`src/rtl/bcd_timekeeper_pkg.sv`:
```
// Shared definitions for the BCD time-of-day core: set-state encoding,
// two-digit BCD limits and small BCD helpers used by the counters, the
// alarm comparator and the 12-hour output formatter.
package bcd_timekeeper_pkg;

   localparam int BCD_W = 8;

   typedef enum logic [1:0] {
      ST_RUN     = 2'd0,
      ST_SET_HRS = 2'd1,
      ST_SET_MIN = 2'd2,
      ST_SET_SEC = 2'd3
   } set_state_t;

   localparam logic [BCD_W-1:0] SEC_MAX = 8'h59;
   localparam logic [BCD_W-1:0] MIN_MAX = 8'h59;
   localparam logic [BCD_W-1:0] HRS_MAX = 8'h23;

   typedef struct packed {
      logic             pm;
      logic [BCD_W-1:0] hrs;
   } hour12_t;

   // Increment a two-digit BCD value, wrapping to 00 after max.
   function automatic logic [BCD_W-1:0] bcd_inc(input logic [BCD_W-1:0] val,
                                                input logic [BCD_W-1:0] max);
      logic [BCD_W-1:0] res;
      if (val == max) begin
         res = '0;
      end else if (val[3:0] == 4'd9) begin
         res = {val[7:4] + 4'd1, 4'd0};
      end else begin
         res = {val[7:4], val[3:0] + 4'd1};
      end
      return res;
   endfunction

   // Both digits decimal and the value not above max. With valid digits a
   // raw compare orders BCD values correctly.
   function automatic logic bcd_valid(input logic [BCD_W-1:0] val,
                                      input logic [BCD_W-1:0] max);
      return (val[7:4] <= 4'd9) && (val[3:0] <= 4'd9) && (val <= max);
   endfunction

   // 24h BCD hour (00-23) to 12h BCD hour (01-12) plus PM flag.
   function automatic hour12_t to_hour12(input logic [BCD_W-1:0] h24);
      hour12_t          res;
      logic [BCD_W-1:0] bin;
      logic [BCD_W-1:0] diff;
      bin  = ({4'd0, h24[7:4]} * 8'd10) + {4'd0, h24[3:0]};
      diff = bin - 8'd12;
      res  = '{pm: 1'b0, hrs: h24};
      if (h24 == 8'h00) begin
         res = '{pm: 1'b0, hrs: 8'h12};
      end else if (h24 == 8'h12) begin
         res = '{pm: 1'b1, hrs: 8'h12};
      end else if (h24 > 8'h12) begin
         res.pm = 1'b1;
         if (diff >= 8'd10) begin
            res.hrs = {4'd1, diff[3:0] - 4'd10};
         end else begin
            res.hrs = {4'd0, diff[3:0]};
         end
      end
      return res;
   endfunction

endpackage

```
`src/rtl/bcd_timekeeper_if.sv`:
```
// Control and display bundle of the timekeeper.
//   Run_En, Mode_Btn, Inc_Btn, Alarm_En, Alarm_Hrs, Alarm_Min : to the core
//   Sec, Min, Hrs, Pm, Set_Field, Blink, Tick_1s,
//   Day_Rollover, Alarm_Match                                : from the core
// master = board/controller side, slave = timekeeper core.
interface bcd_timekeeper_if;
   import bcd_timekeeper_pkg::*;

   logic             Run_En;
   logic             Mode_Btn;
   logic             Inc_Btn;
   logic             Alarm_En;
   logic [BCD_W-1:0] Alarm_Hrs;
   logic [BCD_W-1:0] Alarm_Min;
   logic [BCD_W-1:0] Sec;
   logic [BCD_W-1:0] Min;
   logic [BCD_W-1:0] Hrs;
   logic             Pm;
   logic [1:0]       Set_Field;
   logic             Blink;
   logic             Tick_1s;
   logic             Day_Rollover;
   logic             Alarm_Match;

   modport master (
      output Run_En, Mode_Btn, Inc_Btn, Alarm_En, Alarm_Hrs, Alarm_Min,
      input  Sec, Min, Hrs, Pm, Set_Field, Blink, Tick_1s, Day_Rollover, Alarm_Match
   );

   modport slave (
      input  Run_En, Mode_Btn, Inc_Btn, Alarm_En, Alarm_Hrs, Alarm_Min,
      output Sec, Min, Hrs, Pm, Set_Field, Blink, Tick_1s, Day_Rollover, Alarm_Match
   );

endinterface

```
`src/rtl/bcd_timekeeper_field_counter.sv`:
```
// Two-digit BCD field counter (seconds, minutes or hours).
//   Clk      : system clock
//   Resetn   : synchronous active-low reset, clears Count to 00
//   Enable   : advance by one, wrapping MAXCOUNT -> 00
//   Count    : current BCD value
//   Terminal : combinational, Count == MAXCOUNT (carry qualifier)
module bcd_field_counter
   import bcd_timekeeper_pkg::*;
#(
   parameter logic [BCD_W-1:0] MAXCOUNT = 8'h59
) (
   input  logic             Clk,
   input  logic             Resetn,
   input  logic             Enable,
   output logic [BCD_W-1:0] Count,
   output logic             Terminal
);

   always_ff @(posedge Clk) begin
      if (!Resetn) begin
         Count <= '0;
      end else if (Enable) begin
         Count <= bcd_inc(Count, MAXCOUNT);
      end
   end

   assign Terminal = (Count == MAXCOUNT);

endmodule

```
`src/rtl/bcd_timekeeper.sv`:
```
// Settable BCD time-of-day core with 1 s prescaler, button-driven time-set
// state machine, optional 12-hour output, day-rollover pulse and alarm.
//   Clk    : system clock
//   Resetn : synchronous active-low reset
//   tk     : bcd_timekeeper_if.slave (buttons, enables, alarm time in;
//            BCD time, Pm, Set_Field, Blink and event pulses out)
//
// state      | meaning
// -----------+----------------------------------------------------
// ST_RUN     | time advances on each prescaler terminal count
// ST_SET_HRS | time frozen, Inc_Btn bumps hours (23 -> 00)
// ST_SET_MIN | time frozen, Inc_Btn bumps minutes (59 -> 00)
// ST_SET_SEC | time frozen, Inc_Btn bumps seconds; Mode returns to RUN
module bcd_timekeeper
   import bcd_timekeeper_pkg::*;
#(
   parameter int CLK_HZ   = 50000000,
   parameter int TICK_DIV = CLK_HZ,
   parameter bit HOUR_12  = 1'b0
) (
   input  logic             Clk,
   input  logic             Resetn,
   bcd_timekeeper_if.slave  tk
);

   if (CLK_HZ <= 0 || TICK_DIV < 4 || (TICK_DIV % 4) != 0) begin : g_bad_params
      $error("bcd_timekeeper: TICK_DIV must be >= 4 and a multiple of 4");
   end

   localparam int PRESC_W = $clog2(TICK_DIV);
   localparam logic [PRESC_W-1:0] PRESC_LOAD = PRESC_W'(TICK_DIV - 1);
   localparam int BLINK_Q = TICK_DIV / 4;
   localparam int BLINK_W = (BLINK_Q > 1) ? $clog2(BLINK_Q) : 1;
   localparam logic [BLINK_W-1:0] BLINK_LOAD = BLINK_W'(BLINK_Q - 1);

   set_state_t       state_q, state_d;
   logic             running;
   logic             inc_hrs, inc_min, inc_sec;
   logic [PRESC_W-1:0] presc_cnt;
   logic             tick;
   logic [BLINK_W-1:0] blink_cnt;
   logic             blink_q;
   logic             rollover_q;
   logic             alarm_q;
   logic [BCD_W-1:0] sec_cnt, min_cnt, hrs_cnt;
   logic             sec_tc, min_tc, hrs_tc;
   logic [BCD_W-1:0] next_min, next_hrs;
   logic             alarm_hit;
   hour12_t          h12;

   // Set-state register
   always_ff @(posedge Clk) begin
      if (!Resetn) begin
         state_q <= ST_RUN;
      end else begin
         state_q <= state_d;
      end
   end

   // Next state and per-field increment strobes. Mode wins over Inc in the
   // same cycle, so an Inc coinciding with Mode is dropped.
   always_comb begin
      state_d = state_q;
      running = 1'b0;
      inc_hrs = 1'b0;
      inc_min = 1'b0;
      inc_sec = 1'b0;
      case (state_q)
         ST_RUN: begin
            running = 1'b1;
            if (tk.Mode_Btn) state_d = ST_SET_HRS;
         end
         ST_SET_HRS: begin
            if (tk.Mode_Btn) state_d = ST_SET_MIN;
            else             inc_hrs = tk.Inc_Btn;
         end
         ST_SET_MIN: begin
            if (tk.Mode_Btn) state_d = ST_SET_SEC;
            else             inc_min = tk.Inc_Btn;
         end
         ST_SET_SEC: begin
            if (tk.Mode_Btn) state_d = ST_RUN;
            else             inc_sec = tk.Inc_Btn;
         end
         default: state_d = ST_RUN;
      endcase
   end

   // Prescaler as a down-counter: the loaded value means "no cycles elapsed",
   // so reloading in SET states gives a full TICK_DIV interval after RUN resumes.
   always_ff @(posedge Clk) begin
      if (!Resetn || !running) begin
         presc_cnt <= PRESC_LOAD;
      end else if (tk.Run_En) begin
         if (presc_cnt == '0) presc_cnt <= PRESC_LOAD;
         else                 presc_cnt <= presc_cnt - 1'b1;
      end
   end

   assign tick = running && tk.Run_En && (presc_cnt == '0);

   bcd_field_counter #(.MAXCOUNT(SEC_MAX)) u_sec (
      .Clk      (Clk),
      .Resetn   (Resetn),
      .Enable   (tick || inc_sec),
      .Count    (sec_cnt),
      .Terminal (sec_tc)
   );

   bcd_field_counter #(.MAXCOUNT(MIN_MAX)) u_min (
      .Clk      (Clk),
      .Resetn   (Resetn),
      .Enable   ((tick && sec_tc) || inc_min),
      .Count    (min_cnt),
      .Terminal (min_tc)
   );

   bcd_field_counter #(.MAXCOUNT(HRS_MAX)) u_hrs (
      .Clk      (Clk),
      .Resetn   (Resetn),
      .Enable   ((tick && sec_tc && min_tc) || inc_hrs),
      .Count    (hrs_cnt),
      .Terminal (hrs_tc)
   );

   // Hour:minute the time will show after this tick; only meaningful when
   // seconds are at 59, which the alarm qualifier also requires.
   assign next_min  = bcd_inc(min_cnt, MIN_MAX);
   assign next_hrs  = min_tc ? bcd_inc(hrs_cnt, HRS_MAX) : hrs_cnt;
   assign alarm_hit = tk.Alarm_En && sec_tc &&
                      bcd_valid(tk.Alarm_Hrs, HRS_MAX) &&
                      bcd_valid(tk.Alarm_Min, MIN_MAX) &&
                      (next_hrs == tk.Alarm_Hrs) && (next_min == tk.Alarm_Min);

   // Event pulses line up with the first cycle the new time is visible.
   always_ff @(posedge Clk) begin
      if (!Resetn) begin
         rollover_q <= 1'b0;
         alarm_q    <= 1'b0;
      end else begin
         rollover_q <= tick && sec_tc && min_tc && hrs_tc;
         alarm_q    <= tick && alarm_hit;
      end
   end

   // Blink runs in every state and ignores Run_En.
   always_ff @(posedge Clk) begin
      if (!Resetn) begin
         blink_cnt <= BLINK_LOAD;
         blink_q   <= 1'b0;
      end else if (blink_cnt == '0) begin
         blink_cnt <= BLINK_LOAD;
         blink_q   <= ~blink_q;
      end else begin
         blink_cnt <= blink_cnt - 1'b1;
      end
   end

   assign h12 = to_hour12(hrs_cnt);

   assign tk.Sec          = sec_cnt;
   assign tk.Min          = min_cnt;
   assign tk.Hrs          = HOUR_12 ? h12.hrs : hrs_cnt;
   assign tk.Pm           = HOUR_12 ? h12.pm : 1'b0;
   assign tk.Set_Field    = state_q;
   assign tk.Blink        = blink_q;
   assign tk.Tick_1s      = tick;
   assign tk.Day_Rollover = rollover_q;
   assign tk.Alarm_Match  = alarm_q;

endmodule

```
`src/flat_wrapper.sv`:
```
// flat-port wrapper written by rule: the top's interface ports become plain ports
module bcd_timekeeper_flat import bcd_timekeeper_pkg::*;
#(
   parameter int CLK_HZ   = 50000000,
   parameter int TICK_DIV = CLK_HZ,
   parameter bit HOUR_12  = 1'b0
)
  (Clk, Resetn, tk_Run_En, tk_Mode_Btn, tk_Inc_Btn, tk_Alarm_En, tk_Alarm_Hrs, tk_Alarm_Min, tk_Sec, tk_Min, tk_Hrs, tk_Pm, tk_Set_Field, tk_Blink, tk_Tick_1s, tk_Day_Rollover, tk_Alarm_Match);
  bcd_timekeeper_if tk_i ();
  input  logic Clk;
  input  logic Resetn;
  input wire logic [$bits(tk_i.Run_En)-1:0] tk_Run_En;
  input wire logic [$bits(tk_i.Mode_Btn)-1:0] tk_Mode_Btn;
  input wire logic [$bits(tk_i.Inc_Btn)-1:0] tk_Inc_Btn;
  input wire logic [$bits(tk_i.Alarm_En)-1:0] tk_Alarm_En;
  input wire logic [$bits(tk_i.Alarm_Hrs)-1:0] tk_Alarm_Hrs;
  input wire logic [$bits(tk_i.Alarm_Min)-1:0] tk_Alarm_Min;
  output wire logic [$bits(tk_i.Sec)-1:0] tk_Sec;
  output wire logic [$bits(tk_i.Min)-1:0] tk_Min;
  output wire logic [$bits(tk_i.Hrs)-1:0] tk_Hrs;
  output wire logic [$bits(tk_i.Pm)-1:0] tk_Pm;
  output wire logic [$bits(tk_i.Set_Field)-1:0] tk_Set_Field;
  output wire logic [$bits(tk_i.Blink)-1:0] tk_Blink;
  output wire logic [$bits(tk_i.Tick_1s)-1:0] tk_Tick_1s;
  output wire logic [$bits(tk_i.Day_Rollover)-1:0] tk_Day_Rollover;
  output wire logic [$bits(tk_i.Alarm_Match)-1:0] tk_Alarm_Match;
  assign tk_i.Run_En = tk_Run_En;
  assign tk_i.Mode_Btn = tk_Mode_Btn;
  assign tk_i.Inc_Btn = tk_Inc_Btn;
  assign tk_i.Alarm_En = tk_Alarm_En;
  assign tk_i.Alarm_Hrs = tk_Alarm_Hrs;
  assign tk_i.Alarm_Min = tk_Alarm_Min;
  assign tk_Sec = tk_i.Sec;
  assign tk_Min = tk_i.Min;
  assign tk_Hrs = tk_i.Hrs;
  assign tk_Pm = tk_i.Pm;
  assign tk_Set_Field = tk_i.Set_Field;
  assign tk_Blink = tk_i.Blink;
  assign tk_Tick_1s = tk_i.Tick_1s;
  assign tk_Day_Rollover = tk_i.Day_Rollover;
  assign tk_Alarm_Match = tk_i.Alarm_Match;
  bcd_timekeeper #(.CLK_HZ(CLK_HZ), .TICK_DIV(TICK_DIV), .HOUR_12(HOUR_12)) u_core (.Clk(Clk), .Resetn(Resetn), .tk(tk_i));
endmodule
```
`config.mk`:
```
export PLATFORM = sky130hd
export DESIGN_NAME = bcd_timekeeper_flat
export DESIGN_NICKNAME = d
export VERILOG_FILES = /design/src/rtl/bcd_timekeeper_pkg.sv /design/src/rtl/bcd_timekeeper_if.sv /design/src/rtl/bcd_timekeeper_field_counter.sv /design/src/rtl/bcd_timekeeper.sv /design/src/flat_wrapper.sv
export SDC_FILE = /design/constraint.sdc
export NUM_CORES = 1
export LEC_CHECK = 0
export CAP_MARGIN = 5
export CORE_UTILIZATION = 55
export DETAILED_ROUTE_END_ITERATION = 16
export GPL_TIMING_DRIVEN = 0
export HOLD_SLACK_MARGIN = 0.03
export PLACE_DENSITY = 0.79
export REMOVE_ABC_BUFFERS = 1
export SLEW_MARGIN = 20
export SYNTH_ARGS = -nofsm -noshare
export SYNTH_HDL_FRONTEND = slang
export SYNTH_SLANG_ARGS = --single-unit
```
`constraint.sdc`:
```
create_clock -name Clk -period 3.05 [get_ports Clk]
set_clock_uncertainty 0.15 [all_clocks]
set_input_delay 0.61 -clock Clk [delete_from_list [all_inputs] [get_ports Clk]]
set_output_delay 0.61 -clock Clk [all_outputs]
set_load 0.05 [all_outputs]
```
==> flow_metrics.py, run 1 <==
metrics = {
    "run_status": {
        "status": "completed",
    },
    "synth": {
        "synth_area_leader_cell": "dfxtp_1",
        "postSynthCellCount": 538,
        "syn_area_um2": 4480,
        "yosys_warnings": 0,
        "ys_async_sr_fraction": 0,
        "avgSynthCellArea_um2": 8.32,
        "synth.distinct_cells": 66,
        "ys_seq_area_frac": 0.353,
        "synth_ff_type": "dfxtp_1",
        "ys_seq_elements": 79,
        "synth.top_cell.area_share": 0.353,
        "synth_edf_count": 0,
        "ys_top_cells_by_area": "dfxtp_1, xnor2_1, nand2_1, ha_1, nor2_1",
    },
    "die": {
        "die_h_um": 92.2,
        "io_pins": 53,
        "die_x_um": 92.2,
        "fp-row-count": 32,
        "fp.dieArea_um2": 8500,
        "core_area_um2": 7810,
        "initial_core_util": 0.573,
    },
    "sta": {
        "relSlewSlack": 0.358,
        "tightest_slew_ps": 962,
        "fmax_mhz": 344,
        "period_needed_ps": 2910,
        "finalMaxSlewViolations": 0,
        "fin_crit_sh": 0.954,
        "hold_viol_final": 0,
        "final-setup-viol-count": 0,
        "postLayoutSetupSlackWorst_ps": 140,
    },
    "grt": {
        "overflow": 0,
        "grt_max_degree": 30,
        "grt_pass1_wl_mm": 17.6,
        "grt_pass1_vias": 3806,
        "antenna_found_initial": 0,
        "globalRouteTotalUtil": 0.256,
    },
    "placement": {
        "gp_congestion": 0.898,
        "hpwlAfterDp_mm": 7.50,
        "post-place-ws_ps": -928,
        "post-place-cells": 673,
        "port_buffers": 51,
    },
    "detailed_routing": {
        "dr.first_iter.drc_count": 168,
        "route.detailed.drc": 0,
        "wire_per_inst_um": 15.1,
        "first_pass_iters": 4,
        "vias_per_cell": 5.80,
        "vias": 4022,
        "postRouteAntennaNets": 0,
        "routed_wl_mm": 10.5,
    },
    "cells_and_area": {
        "num_antenna_cells": 0,
        "syn_to_final_growth_pct": 18.7,
        "final_common_cell": "dfxtp_1",
        "layout_common_cells": "dfxtp_1, nand2_1, nor2_1",
        "layout-drive-gt1-share": 0.0711,
        "multi_input_area_um2": 2770,
        "instances_no_fill": 693,
        "num-nets-final": 628,
        "ff_latch_area_um2": 1580,
        "fillers": 672,
    },
    "power_and_ir_drop": {
        "p_leak_uw": 0.00183,
        "p_per_area_nw_per_um2": 440,
        "peakVddDrop_mv": 0.295,
    },
    "hold_path": {
        "holdPathStages": 1,
        "hold_path.class": "flop to flop",
    },
    "worst_setup_path": {
        "reg2reg_depth": 8,
        "endpoint_kind": "output port",
        "crit_type": "flop to output port",
        "crit_fanout": 4,
        "cp.arrival_ps": 2150,
        "required_ps": 2290,
        "critPathLaunchType": "flop",
    },
    "job": {
        "maxCapViolCount": 0,
    },
    "clock_tree": {
        "cts_tree": "built",
        "htreeDepth": 3,
        "path_clk_slew_ps": 90,
        "cts_made_buffers": 9,
        "clock_latency_ps": 350,
        "clock-sinks": 79,
        "cts_root_buffer": "clkbuf_8",
        "clock_path_buffers": 2,
    },
}
==> cell type report <==
type	count	area share
inverters	21	0.0148
clock buffers	10	0.0259
flip-flops and latches	79	0.298
clock inverters	6	0.0129
well taps	102	0.0240
multi-input cells	420	0.521
repair buffers	55	0.104
==> report_power, final <==
part	switching, uW	internal [uW]
logic	272	165
clock network	404	405
registers	36.0	1060
total	712	1630
==> routing by layer <==
metal,GRT usage,part of all wire
met5,0,0
met4,0.0794,0.012
met3,0.0531,0.052
met2,0.442,0.48
met1,0.319,0.46
==> flip-flops by register name, summed over array words and instances, names as in the netlist <==
| signal | cells |
|---|---|
| u_core.tk.Set_Field | 2 |
| u_core.presc_cnt | 26 |
| u_core.tk.Alarm_Match | 1 |
| u_core.tk.Day_Rollover | 1 |
| u_core.tk.Blink | 1 |
| u_core.u_sec.Count | 8 |
| u_core.u_min.Count | 8 |
| u_core.blink_cnt | 24 |
| u_core.u_hrs.Count | 8 |
==> final timing paths <==
check        slack (ps)                   from               endpoint
max                 140   u_core.presc_cnt[13]             tk_Tick_1s
min                 250    u_core.blink_cnt[0]    u_core.blink_cnt[0]
max reg2reg         180  u_core.u_min.Count[0]  u_core.u_hrs.Count[5]
min reg2reg         250    u_core.blink_cnt[0]    u_core.blink_cnt[0]
==> cell usage after synthesis (all sizes together) (5+ instances only) <==
library cell   n
dfxtp         79
xor2          21
nor3          22
nand3         12
nor2b          5
mux2i         12
or3            8
o211ai         5
a21oi         22
buf            9
nand2b         7
xnor2         30
nor4           9
nand3b         7
inv           21
ha            20
or4           12
nand4          6
nand4b         7
nand2         67
clkbuf         9
o21ai         25
nor2          58
==> metrics by stage <==
stage	TNS (ps)	power [uW]	instance area, um2	util	hold slack (ps)
final	0	2340	5320	0.681	246
after global routing	-1.13	2440	5320	0.681	277
after CTS	0	2340	5250	0.672	247
after detailed placement	-15190	1530	5010	0.641	229
after global placement	-12040	1520	5010	0.641	224
after floorplan	-294	1390	4370	-	216
==> cells by family (layout without fill, tap and decap cells) <==
| kind of cell | count (synthesis) | count (layout) | synth area share |
|---|---|---|---|
| AO/OA/AOI/OAI | 92 | 92 | 0.138 |
| multiplexers | 14 | 14 | 0.0319 |
| buffers and inverters | 39 | 92 | 0.0416 |
| AND/OR/NAND/NOR | 242 | 242 | 0.279 |
| adder cells (fa/ha/maj) | 20 | 20 | 0.0559 |
| XOR/XNOR | 51 | 51 | 0.0998 |
| flip-flops | 79 | 79 | 0.353 |
| other | 1 | 1 | 0.000838 |
==> repair_timing <==
| item | CTS | global route |
|---|---|---|
| hold buffers | 0 | 0 |
| setup endpoints to repair | 17 | 10 |
| buffers inserted | 1 | 3 |
| resized for setup | 11 | 6 |
| pin swaps | 0 | 1 |
==> worst max-delay path, stage by stage, from the launching register on <==
cell and delay, ps:
dfxtp_1 360, or4_1 640, nor4_4 300, nand2_1 120
nor2_1 140, clkbuf_4 240
(Power assumes the default switching activity.)
==> run 2, diff against run 1 <==
Settings changed: CTS_CLUSTER_SIZE set to 16, MAX_ROUTING_LAYER set to met4, SYNTH_HIERARCHICAL set to 1.
==> run 2 against run 1 <==
Net effect:
- critical path type unchanged
- worst setup slack lost 170 ps
- largest power group unchanged
- via count grew 1.9%
- register-to-register slack lost 150 ps
- synthesized cell count is 0.56% lower
- first-iteration DRC count shrank 19%
- the flow now finishes with violations (setup timing)
- sequential power is essentially flat
- global-route usage decreased by 1.1 points
- final area increased by 3.6%
==> flow_metrics.py, run 2 <==
metrics = {
    "power_and_ir_drop": {
        "peakVddDrop_mv": 0.478,
        "seqPwrFrac": 0.457,
        "p_switching_uw": 706,
        "pwr-share-clk": 0.370,
        "p_leak_uw": 0.00192,
        "switching_share": 0.293,
        "p_per_area_nw_per_um2": 437,
        "intPower_uw": 1700,
        "combPwrFrac": 0.172,
    },
    "cells_and_area": {
        "top_register": "u_core/presc_cnt",
        "layout-drive-gt1-share": 0.110,
        "syn_to_final_growth_pct": 21.1,
        "layout_common_cells": "dfxtp_1, nand2_1, clkdlybuf4s50_1",
        "largest_reg_flops": 26,
        "top_regs": "u_core/presc_cnt x26, u_core/blink_cnt x24",
        "num-nets-final": 638,
        "final_common_cell": "dfxtp_1",
        "num_antenna_cells": 0,
    },
    "die": {
        "io_pins": 53,
        "initial_core_util": 0.580,
        "die_h_um": 92.9,
        "fp.dieArea_um2": 8640,
        "die_x_um": 92.9,
        "core_area_um2": 7850,
        "fp-row-count": 32,
    },
    "sta": {
        "rsz0062_at_grt": "true",
        "tightest_slew_ps": 656,
        "fmax_mhz": 324,
        "relSlewSlack": 0.558,
        "period_needed_ps": 3080,
        "fin_crit_sh": 1.01,
        "postLayoutSetupSlackWorst_ps": -34.5,
        "hold_viol_final": 0,
        "finalMaxSlewViolations": 0,
        "final-setup-viol-count": 1,
        "holdWs_ps": 265,
    },
    "placement": {
        "post-place-ws_ps": -1040,
        "gp_congestion": 0.880,
        "port_buffers": 51,
        "hpwlAfterDp_mm": 7.00,
    },
    "detailed_routing": {
        "vias": 4098,
        "vias_per_cell": 5.85,
        "dr.first_iter.drc_count": 136,
        "route.detailed.drc": 0,
        "wl_met3_um": 564,
        "postRouteAntennaNets": 0,
        "route.met2.wl_mm": 5.03,
        "routed_wl_mm": 10.2,
        "wire_per_inst_um": 14.6,
        "drt-met1-wl_mm": 4.51,
        "first_pass_iters": 5,
        "top_layer_used": "met4",
    },
    "synth": {
        "avgSynthCellArea_um2": 8.50,
        "synth_area_leader_cell": "dfxtp_1",
        "yosys_warnings": 6,
        "syn_area_um2": 4550,
        "synth_common_cells": "dfxtp_1, nand2_1, nor2_1, xnor2_1, o21ai_0",
        "synth.most_common_cell": "dfxtp_1",
        "synth_edf_count": 0,
        "ys_seq_area_frac": 0.348,
        "synth_ff_type": "dfxtp_1",
        "ys_async_sr_fraction": 0,
        "ys_seq_elements": 79,
        "postSynthCellCount": 535,
        "ys_top_cells_by_area": "dfxtp_1, ha_1, xnor2_1, nand2_1, xor2_1",
        "synth.distinct_cells": 67,
        "synth.top_cell.area_share": 0.348,
    },
    "worst_setup_path": {
        "crit_fanout": 4,
        "crit_type": "flop to output port",
        "cp.arrival_ps": 2320,
        "required_ps": 2290,
        "critPathLaunchType": "flop",
        "endpoint_kind": "output port",
    },
    "clock_tree": {
        "cts_hold_buf": 0,
        "path_clk_slew_ps": 80,
        "clock_latency_ps": 350,
        "cts_made_buffers": 9,
        "clock_path_buffers": 2,
        "cts_root_buffer": "clkbuf_8",
        "clock-sinks": 79,
        "htreeDepth": 3,
        "cts_tree": "built",
    },
    "grt": {
        "antenna_found_initial": 0,
        "grt_pass1_vias": 3825,
        "grt_max_degree": 42,
        "grt_pass1_wl_mm": 16.8,
        "globalRouteTotalUtil": 0.245,
        "overflow": 0,
    },
    "job": {
        "maxCapViolCount": 0,
    },
    "hold_path": {
        "hold_path.class": "flop to flop",
    },
    "run_status": {
        "violations": "setup timing",
        "status": "complete, but fails checks",
    },
}
run 2: changes by cell type in the layout (fill, tap and decap cells not counted), moves of 4 or more:
| cell | before | now |
|---|---|---|
| dfxtp_1 | 79 | 74 |
| nor3_1 | 21 | 15 |
| a21boi_0 | 0 | 4 |
| buf_4 | 3 | 9 |
| dfxtp_2 | 0 | 4 |
| a21oi_1 | 22 | 11 |
| and2_1 | 3 | 9 |
| xor2_1 | 21 | 25 |
| a21boi_1 | 0 | 4 |
| nand3b_1 | 7 | 14 |
| nor2_1 | 57 | 37 |
| mux2i_1 | 12 | 5 |
| nor2b_1 | 5 | 13 |
run 2: logic make-up after synthesis:
| kind of cell | Yosys count | share of synthesized area |
|---|---|---|
| AND/OR/NAND/NOR | 251 | 0.317 |
| AO/OA/AOI/OAI | 85 | 0.124 |
| flip-flops | 79 | 0.348 |
| XOR/XNOR | 56 | 0.108 |
| buffers and inverters | 36 | 0.0308 |
| adder cells (fa/ha/maj) | 22 | 0.0605 |
| multiplexers | 5 | 0.0110 |
| other | 1 | 0.000825 |
run 2: critical path, cell delays in order (launching register included):
cell      delay [ps]
dfxtp_2          330
or4_4            530
or4_4            430
and4bb_2         330
and2_4           190
buf_8            150
run 2: metrics by stage:
stage	power (uW)	TNS, ps	area (um2)	util	instances
floorplan	1380	-4280	4500	-	523
global placement	1510	-23170	5140	0.654	676
detailed placement	1530	-16430	5130	0.654	676
CTS	2420	-148	5450	0.694	699
global route	2520	-120	5510	0.702	701
finish	2410	-34.5	5510	0.702	701
run 2: final cells by class:
class / count / area, um2
clock inverter: 6 / 92.6
clock buffer: 10 / 138
timing repair buffer: 60 / 577
fill: 659 / 2340
sequential: 79 / 1590
multi-input combinational: 420 / 2890
tap: 102 / 128
inverter: 24 / 90.1
run 2: worst paths after layout:
kind | start | endpoint | slack, ps | cells past startpoint
setup / recovery | u_core/presc_cnt[11] | tk_Tick_1s | -30 | 5
hold / removal | u_core/blink_cnt[0] | u_core/blink_cnt[0] | 270 | 1
setup reg to reg | u_core/presc_cnt[11] | u_core/u_sec/Count[5] | 30 | 8
hold reg to reg | u_core/blink_cnt[0] | u_core/blink_cnt[0] | 270 | 1
run 2: per-layer routing:
| metal | GRT usage | vias up |
|---|---|---|
| met3 | 0.0484 | 18 |
| li1 | - | 2019 |
| met4 | 0.0795 | 0 |
| met2 | 0.414 | 118 |
| met1 | 0.292 | 1943 |
| met5 | - | - |
run 2: timing repair:
item,CTS,global route
cloned,0,0
buffers inserted,7,2
pin swaps,4,7
endpoints found under the hold margin,0,0
resized for setup,22,10
endpoints found under the setup margin,27,11
run 2: power groups by stage:
stage / clock [uW] / combinational (uW) / sequential [uW]
2_1_floorplan: 0 / 199 / 1180
3_3_place_gp: 0 / 390 / 1120
3_5_place_dp: 0 / 402 / 1130
4_1_cts: 908 / 414 / 1100
5_1_grt: 952 / 457 / 1110
6_report: 891 / 415 / 1100
==> patch 1, RTL diff (config.mk and constraints of run 2) <==
Compare `Count` against `MAXCOUNT` with >= in place of ==.
--- a/src/rtl/bcd_timekeeper_field_counter.sv
+++ b/src/rtl/bcd_timekeeper_field_counter.sv
@@ -25,5 +25,5 @@
    end
 
-   assign Terminal = (Count == MAXCOUNT);
+   assign Terminal = (Count >= MAXCOUNT);
 
 endmodule
Function: same outputs for any inputs over 10 cycles, from zero or initial values and one cycle with Resetn low; that may be too few to reach the edited logic, so the function may still have changed.
==> patch 1 against run 2 <==
- the flow still finishes with violations (negative setup slack)
- cell area fell by 0.68%
- area after synthesis rose by 0.30%
- power fell by 4.7%
- routed wire length fell by 3.5%
- sequential cell count did not move
- first-iteration DRC count rose by 30%
- clock power fell by 16%
- via count fell by 1.7%
- combinational power rose by 6.3%
- setup slack improved by 0.0074 ns
- highest routed layer unchanged
==> patch 1: results (changes against run 2) <==
[min_path]
hold_path.class=reg -> reg

[power_and_ir_drop]
max-vdd-ir-drop_mv=0.336  ; -30%
p_leak_nw=2.04  ; +6.2%

[placed_design]
dpl.hpwl_um=6840  ; -2.3%
place_area_um2=5140  ; +0.20%
place.gp.congestion=0.901  ; +2.4%
pre_cts_ws_ns=-1.03  ; +0.0132 ns
placedCellCount=675  ; -0.15%

[global_route]
grt_pass1_vias=3701  ; -3.2%
grt_use_met2=0.401  ; -0.0123
grt_util_met1=0.292  ; about the same
grt_max_degree=37  ; -12%
grt_antenna_before_repair=0  ; unchanged
track_usage=0.237  ; -0.00778
grtUsageMet3=0.0390  ; -0.00942
grt_pass1_wl_um=16300  ; -3.1%

[drt]
drtIter0Drc=177  ; +30%
wl_per_cell_um=14.0  ; -4.0%
drtPass1Iterations=4  ; -1
met2WireLength_um=4820  ; -4.2%
met3_length_um=465  ; -18%
wirelength_um=9870  ; -3.5%
avgViaCountPerCell=5.72  ; -2.1%
wl_met1_um=4530  ; +0.35%

[clocking]
cts_resized=18  ; -18%
cts_max_level=3  ; unchanged
clock_latency_ns=0.33  ; -0.02 ns

[cells_and_area]
biggestRegsByFlops=u_core/presc_cnt x26, u_core/blink_cnt x24
insertedDiodeCount=0  ; unchanged
nets=641  ; +0.47%
drive_above_1_share=0.103  ; -0.00719

[sta]
layout_setup_ws_ns=-0.0271  ; +0.00737 ns
hold_ws_ns=0.279  ; +0.0142 ns
setup_viol=1  ; unchanged
slew_headroom=0.530  ; -0.0283
tns_ns=-0.0271  ; +0.00737 ns

[synth]
synthArstFlopShare=0  ; unchanged
synth_xor_area_frac=0.113  ; +0.00543
synthTopCellsByCount=79 x dfxtp_1, 69 x nand2_1, 38 x nor2_1, 33 x xnor2_1, 26 x xor2_1
synthMuxAreaShare=0.00658  ; -0.00442
synthTopCellsByArea=dfxtp_1 35%, xnor2_1 6.3%, ha_1 6.0%
synth_area_per_cell_um2=8.51  ; +0.12%
ys_seq_area_frac=0.347  ; -0.00105
synth-compound-area-share=0.133  ; +0.00895
ys_types=65  ; -3.0%
synth_fa_ha_area_frac=0.0603  ; -0.000183

[run_status]
status=finished with violations
violations=negative setup slack

[setup_path]
crit_path_start=u_core/presc_cnt[8]$_SDFFE_PP0P_
r2r-end=u_core/u_min/Count[5]$_SDFFE_PN0P_
rrSetupSlack_ns=0.04

[patch 1: cell count changes after synthesis, sizes merged, moves of 3 or more]
cell | before | now
or4 | 15 | 11
o31ai | 5 | 8
or4b | 1 | 6
o311ai | 2 | 6
[patch 1: logic make-up (layout without fill, tap and decap cells)]
logic type	Yosys count	count (layout)
and+or+nand+nor	244	244
DFF	79	79
buffers and inverters	37	103
muxes	3	3
adders and majority gates	22	22
AOI/OAI and AO/OA	91	91
other	1	1
xor gates and xnor gates	59	59
[patch 1: power breakdown]
group	switching [mW]	leakage (nW)	internal (mW)	total, mW
Clock	0.371	0.0960	0.376	0.747
Sequential	0.0457	0.642	1.06	1.11
Combinational	0.276	1.30	0.165	0.441
Total	0.692	2.04	1.60	2.29
[patch 1: final cells by class]
cell class,count,area [um^2]
inverter,23,86.3
sequential,79,1590
clock buffer,10,128
tap,102,128
fill,658,2420
multi-input combinational,420,2870
clock inverter,6,61.3
timing repair buffer,64,607
==> patch 2, RTL diff (config.mk and constraints of run 2) <==
Made on the original files. `CLK_HZ` is set to 50000000 in 2 places; all go to 100000000.
--- a/src/rtl/bcd_timekeeper.sv
+++ b/src/rtl/bcd_timekeeper.sv
@@ -15,5 +15,5 @@
    import bcd_timekeeper_pkg::*;
 #(
-   parameter int CLK_HZ   = 50000000,
+   parameter int CLK_HZ   = 100000000,
    parameter int TICK_DIV = CLK_HZ,
    parameter bit HOUR_12  = 1'b0
--- a/src/flat_wrapper.sv
+++ b/src/flat_wrapper.sv
@@ -2,5 +2,5 @@
 module bcd_timekeeper_flat import bcd_timekeeper_pkg::*;
 #(
-   parameter int CLK_HZ   = 50000000,
+   parameter int CLK_HZ   = 100000000,
    parameter int TICK_DIV = CLK_HZ,
    parameter bit HOUR_12  = 1'b0
Function: same outputs for any inputs over 10 cycles, from zero or initial values and one cycle with Resetn low; that may be too few to reach the edited logic, so the function may still have changed.
==> patch 2 against run 2 <==
- area after synthesis up 2.1%
- sequential share of layout area up 0.15 points
- via count down 3.4%
- sequential cell count up 2
- power up 1.2%
- routed wire length down 5.1%
- cell area up 1.7%
- die area up 2.0%
- setup slack better by 0.11 ns
- critical path depth unchanged
- count of clock-buffer cells in the layout up 1
- register-to-register slack better by 0.10 ns
- clock power down 0.6%
==> patch 2: results (changes against run 2) <==
[synth]
synthTopCellsByArea=dfxtp_1 35%, xnor2_1 6.6%, ha_1 6.2%
synth_fa_ha_area_frac=0.0620  ; +0.00146
syn_inst=528  ; -1.3%
synth_xor_area_frac=0.109  ; +0.00156
ys_types=73  ; +9.0%
synthMuxAreaShare=0.0108  ; -0.000225
ys_seq_area_frac=0.349  ; +0.00150
synth_most_common_cell=dfxtp_1
yosys_warnings=6  ; unchanged

[placed_design]
dpl.hpwl_um=6800  ; -2.9%
placedCellCount=671  ; -0.74%
pre_cts_ws_ns=-0.847  ; +0.197 ns
place.gp.congestion=0.911  ; +3.5%

[global_route]
grt_pass1_wl_um=15700  ; -6.8%
grt_pass1_vias=3640  ; -4.8%
track_usage=0.228  ; -0.0169
grtUsageMet3=0.0413  ; -0.00718
grt_util_met1=0.271  ; -0.0209
grt_max_degree=41  ; -2.4%

[cells_and_area]
biggestRegsByFlops=u_core/presc_cnt x27, u_core/blink_cnt x25
drive_above_1_share=0.113  ; +0.00261
nets=634  ; -0.63%

[sta]
hold_ws_ns=0.305  ; +0.0398 ns
layout_setup_ws_ns=0.0713  ; +0.106 ns
tightest_slew_ns=1.03  ; +0.370 ns

[clocking]
path_clk_slew_ns=0.08  ; about the same
ctsRootBufferMaster=clkbuf_8

[setup_path]
worstPathArrival_ns=2.22  ; -0.10 ns
reg2reg_from=u_core/presc_cnt[19]$_SDFFE_PP0P_
cp_max_fo=3  ; -1
rrSetupSlack_ns=0.13  ; +0.10 ns
crit_path_start=u_core/presc_cnt[19]$_SDFFE_PP0P_

[power_and_ir_drop]
max-vdd-ir-drop_mv=0.289  ; -40%
p_leak_nw=1.98  ; +3.3%

[min_path]
hp-start=u_core/presc_cnt[26]$_SDFFE_PP1P_
holdPathEnd=u_core/presc_cnt[26]$_SDFFE_PP1P_

[drt]
wl_per_cell_um=13.9  ; -4.8%
drtIter0Drc=135  ; -0.74%
drtPass1Iterations=4  ; -1

[run_status]
status=finished clean

-- patch 2: worst max-delay path, delay by kind of cell, from the launching register on --
kind                   cells  cell delay [ns]
flip-flops                 1             0.33
buffers and inverters      1             0.14
AND/OR/NAND/NOR            4             1.39
-- patch 2: where the power goes --
group	switching, mW	internal (mW)	total (mW)
Clock	0.396	0.489	0.886
Combinational	0.261	0.156	0.417
Sequential	0.0467	1.09	1.13
-- patch 2: what timing repair did --
| item | in CTS | in global routing |
|---|---|---|
| setup buffers | 5 | 7 |
| gates resized for setup | 16 | 8 |
| pin swaps | 4 | 5 |
| setup endpoints to repair | 12 | 8 |
| cloned | 0 | 0 |
-- patch 2: layer usage --
layer	routed length (um)	vias up
met4	149	0
met3	400	15
met1	4580	1858
met5	0	-
met2	4590	80
li1	-	2007
-- patch 2: layout make-up --
class	count	area (um^2)
Inverter	23	86.3
Sequential cell	81	1630
Fill cell	688	2570
Timing Repair Buffer	63	603
Multi-Input combinational cell	411	2930
Tap cell	105	131
Clock buffer	11	141
Clock inverter	5	86.3
